===== config.mk =====
export PLATFORM = sky130hd
export DESIGN_NAME = parity_frame_scheduler
export DESIGN_NICKNAME = d
export VERILOG_FILES = /design/src/rtl/parity_frame_scheduler.sv
export SDC_FILE = /design/constraint.sdc
export NUM_CORES = 1
export LEC_CHECK = 0
export CAP_MARGIN = 5
export CORE_UTILIZATION = 39
export DETAILED_ROUTE_END_ITERATION = 12
export HOLD_SLACK_MARGIN = 0.05
export PLACE_DENSITY_LB_ADDON = 0.25
export SLEW_MARGIN = 30
export SYNTH_ARGS = -nofsm -noshare
export SYNTH_HDL_FRONTEND = slang
export SYNTH_SLANG_ARGS = --single-unit
export TNS_END_PERCENT = 30

===== constraint.sdc =====
create_clock -name clk -period 1.5 [get_ports clk]
set_input_delay 0.375 -clock clk [delete_from_list [all_inputs] [get_ports clk]]
set_output_delay 0.375 -clock clk [all_outputs]
set_load 0.01 [all_outputs]

===== src/rtl/parity_frame_scheduler.sv =====
// parity_frame_scheduler
// Shares one odd-parity generator between two requesters. A granted 3-bit
// word is streamed MSB-first as ASCII '0'/'1' characters followed by a
// separator slot; the generator's parity character is captured one cycle
// later and returned as a 4-bit frame {word, parity} with source ID and an
// error flag. The capture cycle overlaps the next frame's first bit slot, so
// back-to-back frames run at one per four cycles.
module parity_frame_scheduler #(
  parameter logic [7:0] CHAR_ZERO = 8'h30,
  parameter logic [7:0] CHAR_ONE  = 8'h31,
  parameter logic [7:0] CHAR_SEP  = 8'h20,
  parameter logic [7:0] CHAR_IDLE = 8'h00
) (
  input  logic       clk,
  input  logic       reset,
  input  logic       req0_valid,
  input  logic [2:0] req0_data,
  output logic       req0_ready,
  input  logic       req1_valid,
  input  logic [2:0] req1_data,
  output logic       req1_ready,
  output logic [7:0] gen_i,
  input  logic [7:0] gen_o,
  output logic       frame_valid,
  output logic [3:0] frame_data,
  output logic       frame_src,
  output logic       frame_err,
  output logic       busy
);

  typedef enum logic [2:0] {
    ST_IDLE = 3'd0,
    ST_B0   = 3'd1,
    ST_B1   = 3'd2,
    ST_B2   = 3'd3,
    ST_SEP  = 3'd4
  } state_t;

  // Character presented to the generator for a given state and word.
  function automatic logic [7:0] state_char(input state_t st, input logic [2:0] word);
    logic [7:0] ch;
    ch = CHAR_IDLE;
    case (st)
      ST_IDLE: ch = CHAR_IDLE;
      ST_B0:   ch = word[2] ? CHAR_ONE : CHAR_ZERO;
      ST_B1:   ch = word[1] ? CHAR_ONE : CHAR_ZERO;
      ST_B2:   ch = word[0] ? CHAR_ONE : CHAR_ZERO;
      ST_SEP:  ch = CHAR_SEP;
      default: ch = CHAR_IDLE;
    endcase
    return ch;
  endfunction

  // Odd-parity character the generator must return for a word: '1' when the
  // word holds an even number of ones, '0' otherwise.
  function automatic logic [7:0] odd_parity_char(input logic [2:0] word);
    return (~^word) ? CHAR_ONE : CHAR_ZERO;
  endfunction

  state_t      r_state;
  state_t      w_next_state;
  logic [2:0]  r_word;
  logic        r_src;
  logic        r_last_grant;
  logic [2:0]  r_cap_word;
  logic        r_cap_src;
  logic        r_cap_pending;
  logic [7:0]  r_gen_i;
  logic        r_frame_valid;
  logic [3:0]  r_frame_data;
  logic        r_frame_src;
  logic        r_frame_err;

  logic        w_accept;
  logic        w_grant0;
  logic        w_grant1;
  logic        w_ready0;
  logic        w_ready1;
  logic        w_hs;
  logic [2:0]  w_hs_word;
  logic [2:0]  w_word_next;

  // Round-robin: on contention the requester that did not win last time wins.
  assign w_accept    = (r_state == ST_IDLE) || (r_state == ST_SEP);
  assign w_grant0    = req0_valid && (!req1_valid || r_last_grant);
  assign w_grant1    = req1_valid && (!req0_valid || !r_last_grant);
  assign w_ready0    = w_accept && w_grant0;
  assign w_ready1    = w_accept && w_grant1;
  assign w_hs        = w_ready0 || w_ready1;
  assign w_hs_word   = w_ready1 ? req1_data : req0_data;
  assign w_word_next = w_hs ? w_hs_word : r_word;

  // Next-state logic: bit slots advance unconditionally; accept windows
  // either start a new frame or fall back to idle.
  always_comb begin
    w_next_state = r_state;
    case (r_state)
      ST_IDLE: begin
        if (w_hs) begin
          w_next_state = ST_B0;
        end else begin
          w_next_state = ST_IDLE;
        end
      end
      ST_B0:   w_next_state = ST_B1;
      ST_B1:   w_next_state = ST_B2;
      ST_B2:   w_next_state = ST_SEP;
      ST_SEP: begin
        if (w_hs) begin
          w_next_state = ST_B0;
        end else begin
          w_next_state = ST_IDLE;
        end
      end
      default: w_next_state = ST_IDLE;
    endcase
  end

  // State register.
  always_ff @(posedge clk or negedge reset) begin
    if (!reset) begin
      r_state <= ST_IDLE;
    end else begin
      r_state <= w_next_state;
    end
  end

  // Latch the accepted word, its source and the round-robin history.
  always_ff @(posedge clk or negedge reset) begin
    if (!reset) begin
      r_word       <= 3'd0;
      r_src        <= 1'b0;
      r_last_grant <= 1'b1;
    end else if (w_hs) begin
      r_word       <= w_hs_word;
      r_src        <= w_ready1;
      r_last_grant <= w_ready1;
    end else begin
      r_word       <= r_word;
      r_src        <= r_src;
      r_last_grant <= r_last_grant;
    end
  end

  // Registered generator stream: the character matching the state entered.
  always_ff @(posedge clk or negedge reset) begin
    if (!reset) begin
      r_gen_i <= CHAR_IDLE;
    end else begin
      r_gen_i <= state_char(w_next_state, w_word_next);
    end
  end

  // Snapshot the word at the separator so the next frame can reuse r_word.
  always_ff @(posedge clk or negedge reset) begin
    if (!reset) begin
      r_cap_word    <= 3'd0;
      r_cap_src     <= 1'b0;
      r_cap_pending <= 1'b0;
    end else if (r_state == ST_SEP) begin
      r_cap_word    <= r_word;
      r_cap_src     <= r_src;
      r_cap_pending <= 1'b1;
    end else begin
      r_cap_word    <= r_cap_word;
      r_cap_src     <= r_cap_src;
      r_cap_pending <= 1'b0;
    end
  end

  // Build the frame from the parity character present in the capture cycle.
  always_ff @(posedge clk or negedge reset) begin
    if (!reset) begin
      r_frame_valid <= 1'b0;
      r_frame_data  <= 4'd0;
      r_frame_src   <= 1'b0;
      r_frame_err   <= 1'b0;
    end else if (r_cap_pending) begin
      r_frame_valid <= 1'b1;
      r_frame_data  <= {r_cap_word, (gen_o == CHAR_ONE)};
      r_frame_src   <= r_cap_src;
      r_frame_err   <= (gen_o != odd_parity_char(r_cap_word));
    end else begin
      r_frame_valid <= 1'b0;
      r_frame_data  <= r_frame_data;
      r_frame_src   <= r_frame_src;
      r_frame_err   <= r_frame_err;
    end
  end

  assign req0_ready  = w_ready0;
  assign req1_ready  = w_ready1;
  assign gen_i       = r_gen_i;
  assign frame_valid = r_frame_valid;
  assign frame_data  = r_frame_data;
  assign frame_src   = r_frame_src;
  assign frame_err   = r_frame_err;
  assign busy        = (r_state != ST_IDLE) || r_cap_pending;

endmodule

==> impl_metrics.env, run 1 <==
export IMPL_status="complete, but fails checks"
export IMPL_failed_checks="setup timing"
export IMPL_max_slew_margin=0.6404
export IMPL_grt_pass1_vias=784
export IMPL_mostFrequentLayoutCells="dfrtp_1 (22), clkdlybuf4s50_1 (15), buf_4 (13)"
export IMPL_num_rows=18
export IMPL_dpl_cell_count=147
export IMPL_wl_per_cell_um=13.77
export IMPL_grt_usage=0.1740
export IMPL_start_util=0.4088
export IMPL_post_route_util=0.6402
export IMPL_ys_seq_area_frac=0.5748
export IMPL_max_stage_delay_ps=420
export IMPL_overflow=0
export IMPL_cts_inserted_buffers=3
export IMPL_hp_class="in2async"
export IMPL_ys_ff_latch=23
export IMPL_syn_avg_cell_area_um2=12.86
export IMPL_dr_first_iter_drc_count=15
export IMPL_dieWidth_um=52.73
export IMPL_finalSetupViolCount=5
export IMPL_peakVddDrop_uv=1180
export IMPL_root_buffer="clkbuf_4"
export IMPL_drc=0
export IMPL_syn_inst=78
export IMPL_cts_sinks=23
export IMPL_layout_min_cycle_time_ps=1711
export IMPL_grt_max_degree=24
export IMPL_slew_viol_final=0
export IMPL_antenna_cells=0
export IMPL_crit_chain="buf_6, a2111oi_4, buf_2"
export IMPL_clkSlewWorstSetupHoldPaths_ps=130
export IMPL_grt_setup_unrepaired="yes"
export IMPL_layout_commonest_cell="dfrtp_1"
export IMPL_dp_hpwl_um=1473
export IMPL_crit_buf_inv=2
export IMPL_vias=802
export IMPL_crit_family="flip-flops"
export IMPL_period_share=1.140
export IMPL_cts_tree="built"
export IMPL_cp_start_kind="flop"
export IMPL_drive_above_1_share=0.3511
export IMPL_hold_viol=0
export IMPL_finalWirelength_um=2217
export IMPL_pin_count=36
export IMPL_max_freq_ghz=0.5846
export IMPL_setup_worst_path_class="reg2out"
export IMPL_dr_pass1_iters=4
export IMPL_die_area_mm2=0.002780
export IMPL_antenna_found_initial=0
export IMPL_clockBufferDepth=2
export IMPL_place_gp_congestion=0.7263
export IMPL_final_cell_count_no_fill=161
export IMPL_p_per_area_mw_per_mm2=1805
export IMPL_core_region_area_mm2=0.002455
export IMPL_setup_ws_ps=-210.6
export IMPL_die_h_um=52.73
export IMPL_worstSkewPairLatency_ps=310
export IMPL_nets=150
export IMPL_h_tree_depth=1
export IMPL_leakage_nw=0.7294
export IMPL_io_buffers=30
export IMPL_whs_ps=391.2
export IMPL_max_cap_violations=0
export IMPL_syn_area_mm2=0.001003
export IMPL_worstPathMaxFanout=2
export IMPL_worstPathRequired_ps=1120
export IMPL_ys_warn_count=0
export IMPL_avgViaCountPerCell=4.981
export IMPL_grt_pass1_wl_um=3484
export IMPL_end_kind="output port"
export IMPL_synth_distinct_cells=34
export IMPL_fin_worst_skew_ps=5.477
export IMPL_synthToLayoutAreaGrowth_pct=56.61
export IMPL_tightest_slew_ps=532.1
export IMPL_ant_nets=0
export IMPL_worst_ep_arrival_time_ps=1340
export IMPL_slowest_stage="dfrtp_1"
[state kept, by name, indices dropped and copies added, names as in the netlist]
register / count
frame_data: 4
gen_i: 3
r_cap_word: 3
r_state: 3
r_word: 3
frame_err: 1
frame_src: 1
frame_valid: 1
r_cap_pending: 1
r_cap_src: 1
r_last_grant: 1
r_src: 1
[worst register-to-register path, delay by kind of cell, from the launching register on]
kind,cells,cell delay [ps]
AND/OR/NAND/NOR,2,350
flip-flops,1,400
buffers and inverters,3,340
AO/OA/AOI/OAI,2,410
[power breakdown]
group	internal [mW]	switching, mW
sequential	0.888	0.144
combinational	0.867	0.650
clock	0.0996	0.188
total	1.85	0.981
[logic make-up after synthesis]
kind of cell | count (synthesis) | synth area share
AOI/OAI and AO/OA | 15 | 0.1334
xor gates and xnor gates | 4 | 0.03491
buffers and inverters | 12 | 0.06484
DFF | 23 | 0.5748
muxes | 9 | 0.09974
other | 1 | 0.003737
and+or+nand+nor | 14 | 0.08855
[path summary, 6_finish.rpt]
path | cells after the start | to | startpoint | slack (ps)
max in group asynchronous | 2 | r_last_grant | reset | 890
worst max-delay path | 3 | req1_ready | r_state[0] | -210
worst min-delay path | 2 | frame_data[0] | reset | 390
worst max register to register | 7 | gen_i[0] | r_last_grant | -110
min in group clk | 1 | r_cap_src | r_cap_src | 500
worst min register to register | 1 | r_cap_src | r_cap_src | 500
[what timing repair did]
item	in CTS	in global routing
buffers inserted	9	2
pin swaps	4	5
gates resized for setup	31	16
setup endpoints to repair	16	10
hold buffers	0	0
[per-layer routing]
| layer | GRT usage | routed length [µm] | up-vias | part of all wire |
|---|---|---|---|---|
| met3 | 0.03478 | 89 | 6 | 0.040 |
| met2 | 0.2954 | 1171 | 27 | 0.53 |
| met5 | 0 | 0 | - | 0 |
| met4 | 0.07018 | 44 | 0 | 0.020 |
| li1 | - | - | 370 | - |
| met1 | 0.2136 | 911 | 399 | 0.41 |
[cell type report]
class / instances / area, µm²
clock buffers: 3 / 22.52
clock inverters: 1 / 5.005
fillers: 185 / 883.3
inverters: 5 / 21.27
multi-input cells: 47 / 421.7
flip-flops and latches: 23 / 576.8
well taps: 30 / 37.54
repair buffers: 52 / 486.7
[synth_stat cells]
cell       number  area [µm²]
o22a_1          1       8.760
or2b_1          1       7.510
nor2_2          1       6.260
mux2_2          4       45.04
o31ai_2         1       12.51
o22ai_1         1       6.260
nor4b_1         1       8.760
and2_1          1       6.260
conb_1          1       3.750
a222oi_1        1       10.01
a211oi_1        1       7.510
nand2b_1        1       6.260
inv_2           2       7.510
o21ai_1         2       10.01
a21o_1          2       15.01
clkbuf_1        1       3.750
nand4_1         1       6.260
nand3_2         1       10.01
o2111a_1        1       11.26
nor4bb_1        1       10.01
mux2i_1         1       10.01
a2111oi_4       1       27.53
buf_4           5       37.54
o21ai_0         3       15.01
dfrtp_1        22       550.5
nand2_1         2       7.510
dfstp_2         1       26.28
a221o_1         1       10.01
nor2_1          3       11.26
mux2_1          4       45.04
inv_1           3       11.26
xnor2_1         4       35.03
buf_2           1       5.000
and3b_1         1       8.760
[through the flow]
stage	setup WS, ps	area (µm²)	setup TNS, ps	power (mW)
floorplan	75.21	1018	0	1.667
global placement	-709.8	1413	-3812	2.217
detailed placement	-724.9	1413	-3938	2.242
CTS	-202.7	1505	-367.5	2.666
global route	-275.0	1572	-883.0	3.018
finish	-210.6	1572	-566.5	2.836
Power figures use the tool's default switching activity.
==> inputs of run 2 (changes only) <==
--- a/config.mk
+++ b/config.mk
@@ -6,6 +6,7 @@
 export NUM_CORES = 1
 export LEC_CHECK = 0
 export CAP_MARGIN = 5
+export CORE_MARGIN = 5
 export CORE_UTILIZATION = 39
 export DETAILED_ROUTE_END_ITERATION = 12
 export HOLD_SLACK_MARGIN = 0.05
==> impl_metrics.env, run 2 (synthesis results as in run 1) <==
export IMPL_grt_usage=0.1279
export IMPL_multi_input_comb_area_um2=382.9
export IMPL_wl_met2_um=1018
export IMPL_hp_class="in2async"
export IMPL_fin_worst_skew_ps=2.626
export IMPL_vias=767
export IMPL_fillers=228
export IMPL_grt_pass1_vias=826
export IMPL_post_place_ws_ps=-786.8
export IMPL_dieWidth_um=60.73
export IMPL_dp_hpwl_um=1649
export IMPL_end_kind="output port"
export IMPL_h_tree_depth=1
export IMPL_failed_checks="setup timing"
export IMPL_largest_register_ffs=4
export IMPL_grt_max_degree=24
export IMPL_num_rows=18
export IMPL_period_share=1.135
export IMPL_worstPathMaxFanout=3
export IMPL_setup_ws_ps=-202.4
export IMPL_design_area_mm2=0.001469
export IMPL_leakage_nw=0.6931
export IMPL_start_util=0.4051
export IMPL_cp_start_kind="flop"
export IMPL_avgViaCountPerCell=4.854
export IMPL_pin_count=36
export IMPL_antenna_found_initial=0
export IMPL_drc=0
export IMPL_finalWirelength_um=2132
export IMPL_peakVddDrop_uv=1085
export IMPL_tns_ps=-446.7
export IMPL_worstPathRequired_ps=1120
export IMPL_r2r_cells=5
export IMPL_worstSkewPairLatency_ps=290
export IMPL_regToRegEndpoint="gen_i[0]"
export IMPL_highest_layer="met4"
export IMPL_met1_length_um=885
export IMPL_grt_setup_unrepaired="yes"
export IMPL_die_area_mm2=0.003688
export IMPL_grt_pass1_wl_um=3532
export IMPL_p_int_mw=1.716
export IMPL_setup_worst_path_class="reg2out"
export IMPL_clockBufferDepth=2
export IMPL_io_buffers=30
export IMPL_max_cap_violations=0
export IMPL_nets=147
export IMPL_layout_commonest_cell="dfrtp_1"
export IMPL_layout_min_cycle_time_ps=1702
export IMPL_combPwrFrac=0.495
export IMPL_dr_first_iter_drc_count=13
export IMPL_overflow=0
export IMPL_wl_per_cell_um=13.49
export IMPL_clkSlewWorstSetupHoldPaths_ps=120
export IMPL_cts_inserted_buffers=3
export IMPL_mostFrequentLayoutCells="dfrtp_1 (22), buf_4 (17), clkdlybuf4s50_1 (15)"
export IMPL_die_h_um=60.73
export IMPL_synthToLayoutAreaGrowth_pct=46.38
export IMPL_root_buffer="clkbuf_4"
export IMPL_cts_sinks=23
export IMPL_max_freq_ghz=0.5874
export IMPL_reg2reg_slack_ps=40
export IMPL_antenna_cells=0
export IMPL_whs_ps=419.4
export IMPL_swShare=0.3330
export IMPL_slew_viol_final=0
export IMPL_status="complete, but fails checks"
export IMPL_ant_nets=0
export IMPL_p_per_area_mw_per_mm2=1751
export IMPL_dpl_cell_area_mm2=0.001400
export IMPL_power_share_sequential=0.401
export IMPL_core_region_area_mm2=0.002477
export IMPL_wl_met3_um=210
export IMPL_worst_ep_arrival_time_ps=1330
export IMPL_cts_tree="built"
export IMPL_reg2reg_from="r_last_grant"
export IMPL_finalSetupViolCount=3
export IMPL_post_route_util=0.5929
export IMPL_hold_viol=0
export IMPL_dr_pass1_iters=4
export IMPL_p_sw_mw=0.8564
export IMPL_drive_above_1_share=0.2891
export IMPL_clkPwrFrac=0.104
export IMPL_regArea_um2=576.8
export IMPL_place_gp_congestion=0.8049
[run 2: per-layer routing]
layer | track usage | vias to the layer above
li1 | - | 367
met1 | 0.1538 | 366
met2 | 0.2275 | 32
met3 | 0.02979 | 2
met4 | 0.03715 | 0
met5 | 0 | -
[run 2: layout make-up]
| cell class | count | area share |
|---|---|---|
| timing repair buffer | 49 | 0.2905 |
| multi-input combinational | 47 | 0.2606 |
| sequential | 23 | 0.3927 |
| tap | 30 | 0.02555 |
| inverter | 5 | 0.01278 |
| clock buffer | 4 | 0.01789 |
[run 2: power groups by stage]
stage               sequential [mW]  combinational (mW)  clock [mW]
finish                         1.03                1.27       0.269
global route                   1.07                1.40       0.314
CTS                            1.04                1.23       0.281
detailed placement             1.08                1.18           0
global placement               1.07                1.17           0
floorplan                      1.12               0.551           0
[run 2: critical path: stages, from the launching register on]
cell and delay [ps]:
dfstp_2 400, buf_6 120, a2111oi_4 320, buf_2 200
[run 2: through the flow]
step                      std cells  power (mW)
after global routing            158       2.779
after detailed placement        147       2.263
after floorplan                  82       1.667
final                           158       2.572
after global placement          147       2.235
after CTS                       157       2.552
[run 2: worst max-delay path by stage]
stage	start	cells past startpoint	end
floorplan	r_state[0]	3	gen_i[0]
global placement	req1_valid	4	req1_ready
detailed placement	req1_valid	4	req1_ready
CTS	r_last_grant	3	req1_ready
global route	r_state[0]	3	req1_ready
finish	r_last_grant	3	req1_ready
[run 2: repair_timing]
action	4_1_cts	5_1_grt
resized for setup	26	3
endpoints found under the setup margin	16	6
pin swaps	4	1
setup buffers	6	1
hold buffers	0	0
==> inputs of run 3 (changes only) <==
--- a/config.mk
+++ b/config.mk
@@ -6,7 +6,7 @@
 export NUM_CORES = 1
 export LEC_CHECK = 0
 export CAP_MARGIN = 5
-export CORE_MARGIN = 5
+export CORE_MARGIN = 2
 export CORE_UTILIZATION = 39
 export DETAILED_ROUTE_END_ITERATION = 12
 export HOLD_SLACK_MARGIN = 0.05
==> impl_metrics.env, run 3 (synthesis results as in run 1) <==
export IMPL_power_share_sequential=0.378
export IMPL_synthToLayoutAreaGrowth_pct=54.36
export IMPL_core_region_area_mm2=0.002455
export IMPL_dr_pass1_iters=4
export IMPL_use_met2=0.2817
export IMPL_cp_start_kind="flop"
export IMPL_cts_sinks=23
export IMPL_finalWirelength_um=2144
export IMPL_layout_commonest_cell="dfrtp_1"
export IMPL_dp_hpwl_um=1487
export IMPL_setup_ws_ps=-228.1
export IMPL_dr_first_iter_drc_count=8
export IMPL_p_sw_mw=0.9177
export IMPL_total_power_mw=2.736
export IMPL_reg2reg_slack_ps=0
export IMPL_cts_tree="built"
export IMPL_max_stage_delay_ps=420
export IMPL_crit_family="flip-flops"
export IMPL_drive_above_1_share=0.3409
export IMPL_crit_chain="buf_6, a2111oi_4, buf_2"
export IMPL_crit_start="r_state[0]"
export IMPL_swShare=0.3354
export IMPL_antenna_cells=0
export IMPL_tns_ps=-393.3
export IMPL_avgViaCountPerCell=4.809
export IMPL_nets=151
export IMPL_leakage_nw=0.7256
export IMPL_dpl_cell_count=147
export IMPL_failed_checks="setup timing"
export IMPL_num_rows=18
export IMPL_end_kind="output port"
export IMPL_crit_buf_inv=2
export IMPL_r2r_cells=6
export IMPL_worstPathMaxFanout=2
export IMPL_overflow=0
export IMPL_ant_nets=0
export IMPL_hold_buffers=0
export IMPL_largest_register_ffs=4
export IMPL_h_tree_depth=1
export IMPL_clkSlewWorstSetupHoldPaths_ps=130
export IMPL_dieWidth_um=54.73
export IMPL_die_h_um=54.73
export IMPL_setup_worst_path_class="reg2out"
export IMPL_final_cell_count_no_fill=162
export IMPL_mostFrequentLayoutCells="dfrtp_1 (22), buf_4 (17), clkdlybuf4s50_1 (15)"
export IMPL_pin_count=36
export IMPL_hp_class="in2async"
export IMPL_start_util=0.4088
export IMPL_clockBufferDepth=2
export IMPL_die_area_mm2=0.002995
export IMPL_grt_max_degree=24
export IMPL_grt_busiest_layer="met2"
export IMPL_max_freq_ghz=0.5787
export IMPL_p_int_mw=1.818
export IMPL_worstPathRequired_ps=1120
export IMPL_p_per_area_mw_per_mm2=1766
export IMPL_status="complete, but fails checks"
export IMPL_met3_usage=0.06831
export IMPL_drc=0
export IMPL_slew_viol_final=0
export IMPL_combPwrFrac=0.518
export IMPL_post_route_util=0.6310
export IMPL_vias=779
export IMPL_clkPwrFrac=0.104
export IMPL_wl_per_cell_um=13.23
export IMPL_grt_usage=0.1735
export IMPL_io_buffers=30
export IMPL_max_cap_violations=0
export IMPL_met1_usage=0.2014
export IMPL_slowest_stage="dfrtp_1"
export IMPL_grt_setup_unrepaired="yes"
export IMPL_antenna_found_initial=0
export IMPL_layout_min_cycle_time_ps=1728
export IMPL_period_share=1.152
export IMPL_worst_ep_arrival_time_ps=1350
export IMPL_reg2reg_from="r_last_grant"
export IMPL_hold_viol=0
export IMPL_grt_pass1_wl_um=3567
export IMPL_place_gp_congestion=0.7260
export IMPL_fin_worst_skew_ps=10.41
export IMPL_root_buffer="clkbuf_4"
export IMPL_finalSetupViolCount=3
export IMPL_regToRegEndpoint="gen_i[0]"
export IMPL_peakVddDrop_uv=1228
export IMPL_cts_inserted_buffers=3
export IMPL_grt_pass1_vias=795
export IMPL_worstSkewPairLatency_ps=310
run 3: cell count changes in the layout (fill, tap and decap cells not counted), sizes merged:
cell           delta
buf               +4
clkbuf            -1
clkdlybuf4s15     +1
clkinvlp          +1
dlygate4sd2       -1
run 3: cell type report:
| type | instances | area [µm²] |
|---|---|---|
| fillers | 202 | 905.9 |
| repair buffers | 53 | 488.0 |
| clock inverters | 1 | 7.507 |
| inverters | 5 | 18.77 |
| well taps | 30 | 37.54 |
| multi-input cells | 47 | 397.9 |
| flip-flops and latches | 23 | 576.8 |
| clock buffers | 3 | 22.52 |
run 3: power by group through the flow:
stage	Combinational, mW	Clock, mW	Sequential (mW)
2_1_floorplan	0.551	0	1.12
3_3_place_gp	1.15	0	1.07
3_5_place_dp	1.16	0	1.08
4_1_cts	1.37	0.300	1.03
5_1_grt	1.55	0.323	1.07
6_report	1.42	0.285	1.03
run 3: per-stage QoR:
step | hold WS (ps) | area, µm² | setup WS [ps]
after floorplan | 79.41 | 1018 | 75.21
after global placement | 459.2 | 1413 | -711.1
after detailed placement | 465.8 | 1413 | -716.7
after CTS | 384.1 | 1530 | -210.4
after global routing | 374.0 | 1549 | -286.4
final | 384.5 | 1549 | -228.1
run 3: worst max path at each step:
stage	slack, ps	depth (start not counted)	endpoint
floorplan	80	3	gen_i[0]
global placement	-710	4	req1_ready
detailed placement	-720	4	req1_ready
CTS	-210	3	req1_ready
global route	-290	3	req1_ready
finish	-230	3	req1_ready
run 3: layer usage:
metal	share of wire	up-vias
met5	0	-
met4	0.028	0
met3	0.059	8
met2	0.52	22
met1	0.40	374
li1	-	375
run 3: what timing repair did:
item	4_1_cts	5_1_grt
setup endpoints to repair	16	11
pin swaps	7	2
setup buffers	12	1
gates resized for setup	32	7
